==> config.mk <==
export PLATFORM = sky130hd
export DESIGN_NAME = core_mem_arb_flat
export DESIGN_NICKNAME = d
export VERILOG_FILES = /design/src/rtl/core_mem_arb_if.sv /design/src/rtl/core_mem_arb.sv /design/src/flat_wrapper.sv
export SDC_FILE = /design/constraint.sdc
export NUM_CORES = 1
export LEC_CHECK = 0
export ABC_CLOCK_PERIOD_IN_PS = 5800
export BUFFER_PORTS_ARGS = -buffer_cell sky130_fd_sc_hd__buf_2
export CAP_MARGIN = 5
export CORE_UTILIZATION = 44
export CTS_CLUSTER_SIZE = 10
export DETAILED_ROUTE_END_ITERATION = 7
export PLACE_DENSITY = 0.8
export SETUP_SLACK_MARGIN = 0.05
export SLEW_MARGIN = 10
export SYNTH_ARGS = -nofsm -noshare
export SYNTH_HDL_FRONTEND = slang
export SYNTH_SLANG_ARGS = --single-unit
==> constraint.sdc <==
create_clock -name clk -period 5.8 [get_ports clk]
set_clock_uncertainty 0.15 [all_clocks]
set_input_delay 1.16 -clock clk [delete_from_list [all_inputs] [get_ports clk]]
set_output_delay 1.16 -clock clk [all_outputs]
set_load 0.005 [all_outputs]
==> src/rtl/core_mem_arb_if.sv <==
// Bundle of request/ack signals between requesters, the arbiter and memory.
// No logic or latency; widths follow the arbiter parameters.
// The master side drives requests and memory acks; the slave side is the arbiter.
interface core_mem_arb_if #(
  parameter int NUM_CH = 2,
  parameter int ADDR_W = 32,
  parameter int DATA_W = 32,
  parameter int COP_W  = 3,
  parameter int SIZE_W = 3
);
  localparam int GID_W = (NUM_CH > 1) ? $clog2(NUM_CH) : 1;

  logic [NUM_CH-1:0]        ch_req_val;
  logic [NUM_CH*ADDR_W-1:0] ch_req_addr;
  logic [NUM_CH*COP_W-1:0]  ch_req_cop;
  logic [NUM_CH*DATA_W-1:0] ch_req_wdata;
  logic [NUM_CH*SIZE_W-1:0] ch_req_size;
  logic [NUM_CH-1:0]        ch_req_ack;
  logic [DATA_W-1:0]        ch_ack_rdata;
  logic                     ch_ack_err;
  logic                     m_req_val;
  logic [ADDR_W-1:0]        m_req_addr;
  logic [COP_W-1:0]         m_req_cop;
  logic [DATA_W-1:0]        m_req_wdata;
  logic [SIZE_W-1:0]        m_req_size;
  logic                     m_req_ack;
  logic [DATA_W-1:0]        m_ack_rdata;
  logic [GID_W-1:0]         grant_id;

  modport master (
    output ch_req_val, ch_req_addr, ch_req_cop, ch_req_wdata, ch_req_size,
    output m_req_ack, m_ack_rdata,
    input  ch_req_ack, ch_ack_rdata, ch_ack_err,
    input  m_req_val, m_req_addr, m_req_cop, m_req_wdata, m_req_size, grant_id
  );

  modport slave (
    input  ch_req_val, ch_req_addr, ch_req_cop, ch_req_wdata, ch_req_size,
    input  m_req_ack, m_ack_rdata,
    output ch_req_ack, ch_ack_rdata, ch_ack_err,
    output m_req_val, m_req_addr, m_req_cop, m_req_wdata, m_req_size, grant_id
  );
endinterface

==> src/rtl/core_mem_arb.sv <==
// N-channel request arbiter (fixed priority or round robin) onto one memory port.
// Latency: request valid -> m_req_val 1 cycle; memory ack -> channel ack 1 cycle.
// Backpressure: requests held until acked; one transaction in flight, optional timeout.
module core_mem_arb #(
  parameter int NUM_CH      = 2,
  parameter int ADDR_W      = 32,
  parameter int DATA_W      = 32,
  parameter int COP_W       = 3,
  parameter int SIZE_W      = 3,
  parameter int ARB_MODE    = 0,
  parameter int TIMEOUT_CYC = 256
) (
  input logic           clk,
  input logic           rst,
  core_mem_arb_if.slave bus
);
  localparam int GID_W = (NUM_CH > 1) ? $clog2(NUM_CH) : 1;
  localparam int CNT_W = (TIMEOUT_CYC > 2) ? $clog2(TIMEOUT_CYC) : 1;
  localparam bit TO_EN = (TIMEOUT_CYC != 0);
  localparam logic [CNT_W-1:0] CNT_LAST = CNT_W'((TIMEOUT_CYC > 0) ? TIMEOUT_CYC - 1 : 0);

  localparam logic [1:0] S_IDLE = 2'd0;
  localparam logic [1:0] S_BUSY = 2'd1;
  localparam logic [1:0] S_RESP = 2'd2;

  logic [1:0]        r_state;
  logic [GID_W-1:0]  r_ptr;
  logic [GID_W-1:0]  r_gid;
  logic [CNT_W-1:0]  r_cnt;
  logic              r_m_val;
  logic [ADDR_W-1:0] r_addr;
  logic [COP_W-1:0]  r_cop;
  logic [DATA_W-1:0] r_wdata;
  logic [SIZE_W-1:0] r_size;
  logic [NUM_CH-1:0] r_ack;
  logic [DATA_W-1:0] r_rdata;
  logic              r_err;

  logic [GID_W-1:0]  w_base;
  logic [NUM_CH-1:0] w_rot;
  logic [GID_W:0]    w_sum;
  logic [GID_W-1:0]  w_win;
  logic [GID_W-1:0]  w_ptr_nxt;
  logic              w_any;
  logic [ADDR_W-1:0] w_addr;
  logic [COP_W-1:0]  w_cop;
  logic [DATA_W-1:0] w_wdata;
  logic [SIZE_W-1:0] w_size;
  logic [NUM_CH-1:0] w_oh;

  // Winner: rotate the request vector so the search start sits at bit 0, take the
  // lowest set bit, then map back. Fixed priority is the same search from 0.
  always_comb begin
    w_base = (ARB_MODE != 0) ? r_ptr : '0;
    w_rot  = NUM_CH'({bus.ch_req_val, bus.ch_req_val} >> w_base);
    w_any  = |w_rot;
    w_sum  = '0;
    for (int j = NUM_CH - 1; j >= 0; j--) begin
      if (w_rot[j]) w_sum = (GID_W+1)'(j);
    end
    w_sum = w_sum + {1'b0, w_base};
    if (w_sum >= (GID_W+1)'(NUM_CH)) w_sum = w_sum - (GID_W+1)'(NUM_CH);
    w_win     = w_sum[GID_W-1:0];
    w_ptr_nxt = (w_win == GID_W'(NUM_CH - 1)) ? '0 : w_win + 1'b1;
  end

  // Pick the winning channel's request fields out of the flattened buses.
  always_comb begin
    w_addr  = '0;
    w_cop   = '0;
    w_wdata = '0;
    w_size  = '0;
    for (int c = 0; c < NUM_CH; c++) begin
      if (w_win == GID_W'(c)) begin
        w_addr  = bus.ch_req_addr[c*ADDR_W +: ADDR_W];
        w_cop   = bus.ch_req_cop[c*COP_W +: COP_W];
        w_wdata = bus.ch_req_wdata[c*DATA_W +: DATA_W];
        w_size  = bus.ch_req_size[c*SIZE_W +: SIZE_W];
      end
    end
    w_oh = NUM_CH'(1) << r_gid;
  end

  // IDLE/BUSY/RESP sequencing; reset drops any in-flight request without an ack.
  always_ff @(posedge clk or posedge rst) begin
    if (rst) begin
      r_state <= S_IDLE;
      r_ptr   <= '0;
      r_gid   <= '0;
      r_cnt   <= '0;
      r_m_val <= 1'b0;
      r_addr  <= '0;
      r_cop   <= '0;
      r_wdata <= '0;
      r_size  <= '0;
      r_ack   <= '0;
      r_rdata <= '0;
      r_err   <= 1'b0;
    end else begin
      case (r_state)
        S_IDLE: begin
          r_ack <= '0;
          if (w_any) begin
            r_m_val <= 1'b1;
            r_addr  <= w_addr;
            r_cop   <= w_cop;
            r_wdata <= w_wdata;
            r_size  <= w_size;
            r_gid   <= w_win;
            r_ptr   <= w_ptr_nxt;
            r_cnt   <= '0;
            r_state <= S_BUSY;
          end
        end
        S_BUSY: begin
          if (bus.m_req_ack) begin
            r_rdata <= bus.m_ack_rdata;
            r_err   <= 1'b0;
            r_m_val <= 1'b0;
            r_ack   <= w_oh;
            r_state <= S_RESP;
          end else if (TO_EN) begin
            if (r_cnt == CNT_LAST) begin
              r_rdata <= '0;
              r_err   <= 1'b1;
              r_m_val <= 1'b0;
              r_ack   <= w_oh;
              r_state <= S_RESP;
            end else begin
              r_cnt <= r_cnt + 1'b1;
            end
          end
        end
        S_RESP: begin
          r_ack   <= '0;
          r_state <= S_IDLE;
        end
        default: begin
          r_ack   <= '0;
          r_m_val <= 1'b0;
          r_state <= S_IDLE;
        end
      endcase
    end
  end

  assign bus.m_req_val    = r_m_val;
  assign bus.m_req_addr   = r_addr;
  assign bus.m_req_cop    = r_cop;
  assign bus.m_req_wdata  = r_wdata;
  assign bus.m_req_size   = r_size;
  assign bus.ch_req_ack   = r_ack;
  assign bus.ch_ack_rdata = r_rdata;
  assign bus.ch_ack_err   = r_err;
  assign bus.grant_id     = r_gid;
endmodule

==> src/flat_wrapper.sv <==
// flat-port wrapper written by rule: the top's interface ports become plain ports
module core_mem_arb_flat 
#(
  parameter int NUM_CH      = 2,
  parameter int ADDR_W      = 32,
  parameter int DATA_W      = 32,
  parameter int COP_W       = 3,
  parameter int SIZE_W      = 3,
  parameter int ARB_MODE    = 0,
  parameter int TIMEOUT_CYC = 256
)
  (clk, rst, bus_ch_req_val, bus_ch_req_addr, bus_ch_req_cop, bus_ch_req_wdata, bus_ch_req_size, bus_m_req_ack, bus_m_ack_rdata, bus_ch_req_ack, bus_ch_ack_rdata, bus_ch_ack_err, bus_m_req_val, bus_m_req_addr, bus_m_req_cop, bus_m_req_wdata, bus_m_req_size, bus_grant_id);
  core_mem_arb_if #(.NUM_CH(NUM_CH), .ADDR_W(ADDR_W), .DATA_W(DATA_W), .COP_W(COP_W), .SIZE_W(SIZE_W)) bus_i ();
  input logic clk;
  input logic rst;
  input wire logic [$bits(bus_i.ch_req_val)-1:0] bus_ch_req_val;
  input wire logic [$bits(bus_i.ch_req_addr)-1:0] bus_ch_req_addr;
  input wire logic [$bits(bus_i.ch_req_cop)-1:0] bus_ch_req_cop;
  input wire logic [$bits(bus_i.ch_req_wdata)-1:0] bus_ch_req_wdata;
  input wire logic [$bits(bus_i.ch_req_size)-1:0] bus_ch_req_size;
  input wire logic [$bits(bus_i.m_req_ack)-1:0] bus_m_req_ack;
  input wire logic [$bits(bus_i.m_ack_rdata)-1:0] bus_m_ack_rdata;
  output wire logic [$bits(bus_i.ch_req_ack)-1:0] bus_ch_req_ack;
  output wire logic [$bits(bus_i.ch_ack_rdata)-1:0] bus_ch_ack_rdata;
  output wire logic [$bits(bus_i.ch_ack_err)-1:0] bus_ch_ack_err;
  output wire logic [$bits(bus_i.m_req_val)-1:0] bus_m_req_val;
  output wire logic [$bits(bus_i.m_req_addr)-1:0] bus_m_req_addr;
  output wire logic [$bits(bus_i.m_req_cop)-1:0] bus_m_req_cop;
  output wire logic [$bits(bus_i.m_req_wdata)-1:0] bus_m_req_wdata;
  output wire logic [$bits(bus_i.m_req_size)-1:0] bus_m_req_size;
  output wire logic [$bits(bus_i.grant_id)-1:0] bus_grant_id;
  assign bus_i.ch_req_val = bus_ch_req_val;
  assign bus_i.ch_req_addr = bus_ch_req_addr;
  assign bus_i.ch_req_cop = bus_ch_req_cop;
  assign bus_i.ch_req_wdata = bus_ch_req_wdata;
  assign bus_i.ch_req_size = bus_ch_req_size;
  assign bus_i.m_req_ack = bus_m_req_ack;
  assign bus_i.m_ack_rdata = bus_m_ack_rdata;
  assign bus_ch_req_ack = bus_i.ch_req_ack;
  assign bus_ch_ack_rdata = bus_i.ch_ack_rdata;
  assign bus_ch_ack_err = bus_i.ch_ack_err;
  assign bus_m_req_val = bus_i.m_req_val;
  assign bus_m_req_addr = bus_i.m_req_addr;
  assign bus_m_req_cop = bus_i.m_req_cop;
  assign bus_m_req_wdata = bus_i.m_req_wdata;
  assign bus_m_req_size = bus_i.m_req_size;
  assign bus_grant_id = bus_i.grant_id;
  core_mem_arb #(.NUM_CH(NUM_CH), .ADDR_W(ADDR_W), .DATA_W(DATA_W), .COP_W(COP_W), .SIZE_W(SIZE_W), .ARB_MODE(ARB_MODE), .TIMEOUT_CYC(TIMEOUT_CYC)) u_core (.clk(clk), .rst(rst), .bus(bus_i));
endmodule
==> results.cfg <==
[synthesis]
syn-mean-instance-area_sq_um = 11.3
syn-num-nets = 627
yosysSeqAreaShare_pct = 57.7
synth_mux_area_share_pct = 13.8
synth-xor-area-share_pct = 0
yosysTopAreaCellShare_pct = 57.7
synth.distinct_cells = 33
yosys.area_share.simple_pct = 7.81
ys_warn_count = 0
netlist_instances = 449
synth_area_leader_cell = dfrtp_1
synth-compound-area-share_pct = 16.6
synthAdderAreaFrac_pct = 0.246
yosys-top-cells-area = dfrtp_1 58%, mux2i_1 14%, o21ai_0 7.7%, a22o_1 5.7%, nand2_1 5.5%
synth-seq-cells = 117
synth_top_family_by_area = compound AO/OA/AOI/OAI gates
syn-cell-area_sq_um = 5080

[drt]
drt_iter0_markers = 198
drc_errors = 0
via_per_inst = 5.02
wl_per_cell_um = 15.6
drt_wl_total_um = 13700
first_pass_iters = 4
final_antenna_net_count = 0
via_count = 4408

[finish]
layout_commonest_cell = buf_2
finish.utilization_pct = 64.8
regArea_sq_um = 2930
fillCellCount = 858
multi_input_area_sq_um = 1970
layout-drive-gt1-share_pct = 44.6
area_growth_pct = 40.8
final_cell_mix = 283 x buf_2, 117 x dfrtp_1, 78 x o21ai_0
fin_nets = 903
diodes = 0

[power_and_ir_drop]
leakage_nw = 4.02
total_power_mw = 3.43
power_density_nw_per_um2 = 479
irDropWorstVdd_mv = 0.231

[sta]
rsz0062_at_grt = false
tightest_slew_ps = 1100
fmax_ghz = 0.367
fin_crit_ps = 2720
hold_viol = 0
tns_ps = 0
setup_viol = 0
drv_slew = 0
fin_crit_sh_pct = 46.9
relSlewSlack_pct = 26.7

[critical_path]
crit_path_start = bus_ch_req_val[0]
r2r_cells = 4
arrival_ps = 2840
required_ps = 5920
worst_setup_path_end_kind = register
startpoint_type = primary input
timing.rr.start = u_core.r_state[0]
path_class = primary input to register
critical_path.max_fanout = 41
r2r_slack_ps = 3620

[clock_tree]
hold_buffers = 0
cts_resized = 0
cts_tree = built
post-cts-setup-buffer-count = 0
cts_buffers = 17
numClockSinks = 117
clock_latency_ps = 400
cts_root_buf = clkbuf_16
clockBufferDepth = 2
htreeDepth = 4
clkSlewWorstSetupHoldPaths_ps = 60

[global_route]
grt_pass1_vias = 4218
use_met2_pct = 40.7
grt_overflow = 0
grt_max_degree = 86
antenna_found_initial = 0
grt_use_met3_pct = 6.22
grt_use_met1_pct = 25.9
grt_usage_pct = 22.8
top_usage_layer = met2
grt_pass1_wl_um = 20400

[worst_hold_path]
hold_class = register to register
holdPathStages = 2
hold_path.startpoint = u_core.bus.m_req_wdata[1]

[floorplanning]
initial_core_util_pct = 46.0
fp.dieH_um = 109
fp.dieW_um = 109
die_area_sq_um = 12000
io_pins = 284
core.rowCount = 38
core_sq_um = 11000

[status]
status = finished clean

[place]
place_congestion = 0.771
numPortBuffers = 283
dp_hpwl_um = 10100

[run]
maxCapViolCount = 0
per-stage QoR:
stage                     setup slack (ps)  area, sq um  hold WS [ps]  cells
after floorplan                       1390         5080           318    449
after global placement                2710         6550           305    845
after detailed placement              2610         6550           315    845
after CTS                             3030         7130           327    877
after global routing                  2940         7150           350    878
final                                 3080         7150           324    878
area by class of cell:
cell class,count,area share (%)
Sequential cell,117,41.0
Multi-Input combinational cell,295,27.5
Timing Repair Buffer,287,20.6
Clock buffer,19,6.20
Tap cell,140,2.45
Clock inverter,13,1.87
Inverter,7,0.403
state kept, by name, summed over array words and instances, names as in the netlist, 2 cells and up:
| signal | count |
|---|---|
| u_core.bus.m_req_cop | 3 |
| u_core.bus.ch_req_ack | 2 |
| u_core.bus.ch_ack_rdata | 32 |
| u_core.r_cnt | 8 |
| u_core.bus.m_req_size | 3 |
| u_core.bus.m_req_wdata | 32 |
| u_core.r_state | 2 |
| u_core.bus.m_req_addr | 32 |
worst max-delay path, stage by stage:
cell	delay [ps]
buf_2	140
nand2b_4	490
buf_4	650
mux2i_1	250
o21ai_0	100
synthesized netlist by cell type:
master       n
nand3_1      1
a22o_1      33
nand4_2      1
inv_1        7
buf_2       17
nand2b_1     1
nor3_4       1
a31oi_1      2
nor2_1       6
nor3_1       1
ha_1         1
buf_4        3
dfrtp_1    117
nand2_1     75
nor2_2       1
buf_6        3
o31a_1       1
a2111oi_4    1
o21ai_1      1
a21boi_1     1
o21ai_2      1
clkbuf_1     7
a211oi_2     1
a41oi_1      1
o21ai_4      1
nor4_1       1
and2_1       2
mux2i_1     70
and3_4       1
o21ai_0     78
o31ai_1      1
a21oi_1     10
and4_4       1
final timing paths:
kind | endpoint
max in group asynchronous | u_core.bus.m_req_addr[17]
worst min register to register | u_core.bus.m_req_wdata[1]
worst min-delay path | u_core.bus.m_req_wdata[1]
worst max register to register | u_core.bus.ch_ack_rdata[11]
min in group asynchronous | u_core.bus.m_req_cop[2]
worst max-delay path | u_core.bus.m_req_wdata[15]
power breakdown:
group | switching, mW | internal, mW
Sequential | 0.207 | 1.19
Combinational | 0.525 | 0.500
Clock | 0.369 | 0.640
Total | 1.10 | 2.33
cell families (layout without fill, tap and decap cells):
family | after synthesis | in the layout
flops | 117 | 117
mux | 70 | 70
simple gates | 92 | 92
compound gates | 132 | 132
buf+inv | 37 | 326
fa+ha+maj | 1 | 1
per-layer routing:
metal  vias to the layer above  routed length (um)
met5                         -                   0
met4                         0                 257
met3                        18                 966
met2                       209                7140
met1                      2033                5380
li1                       2148                   -
(Power assumes the default switching activity.)
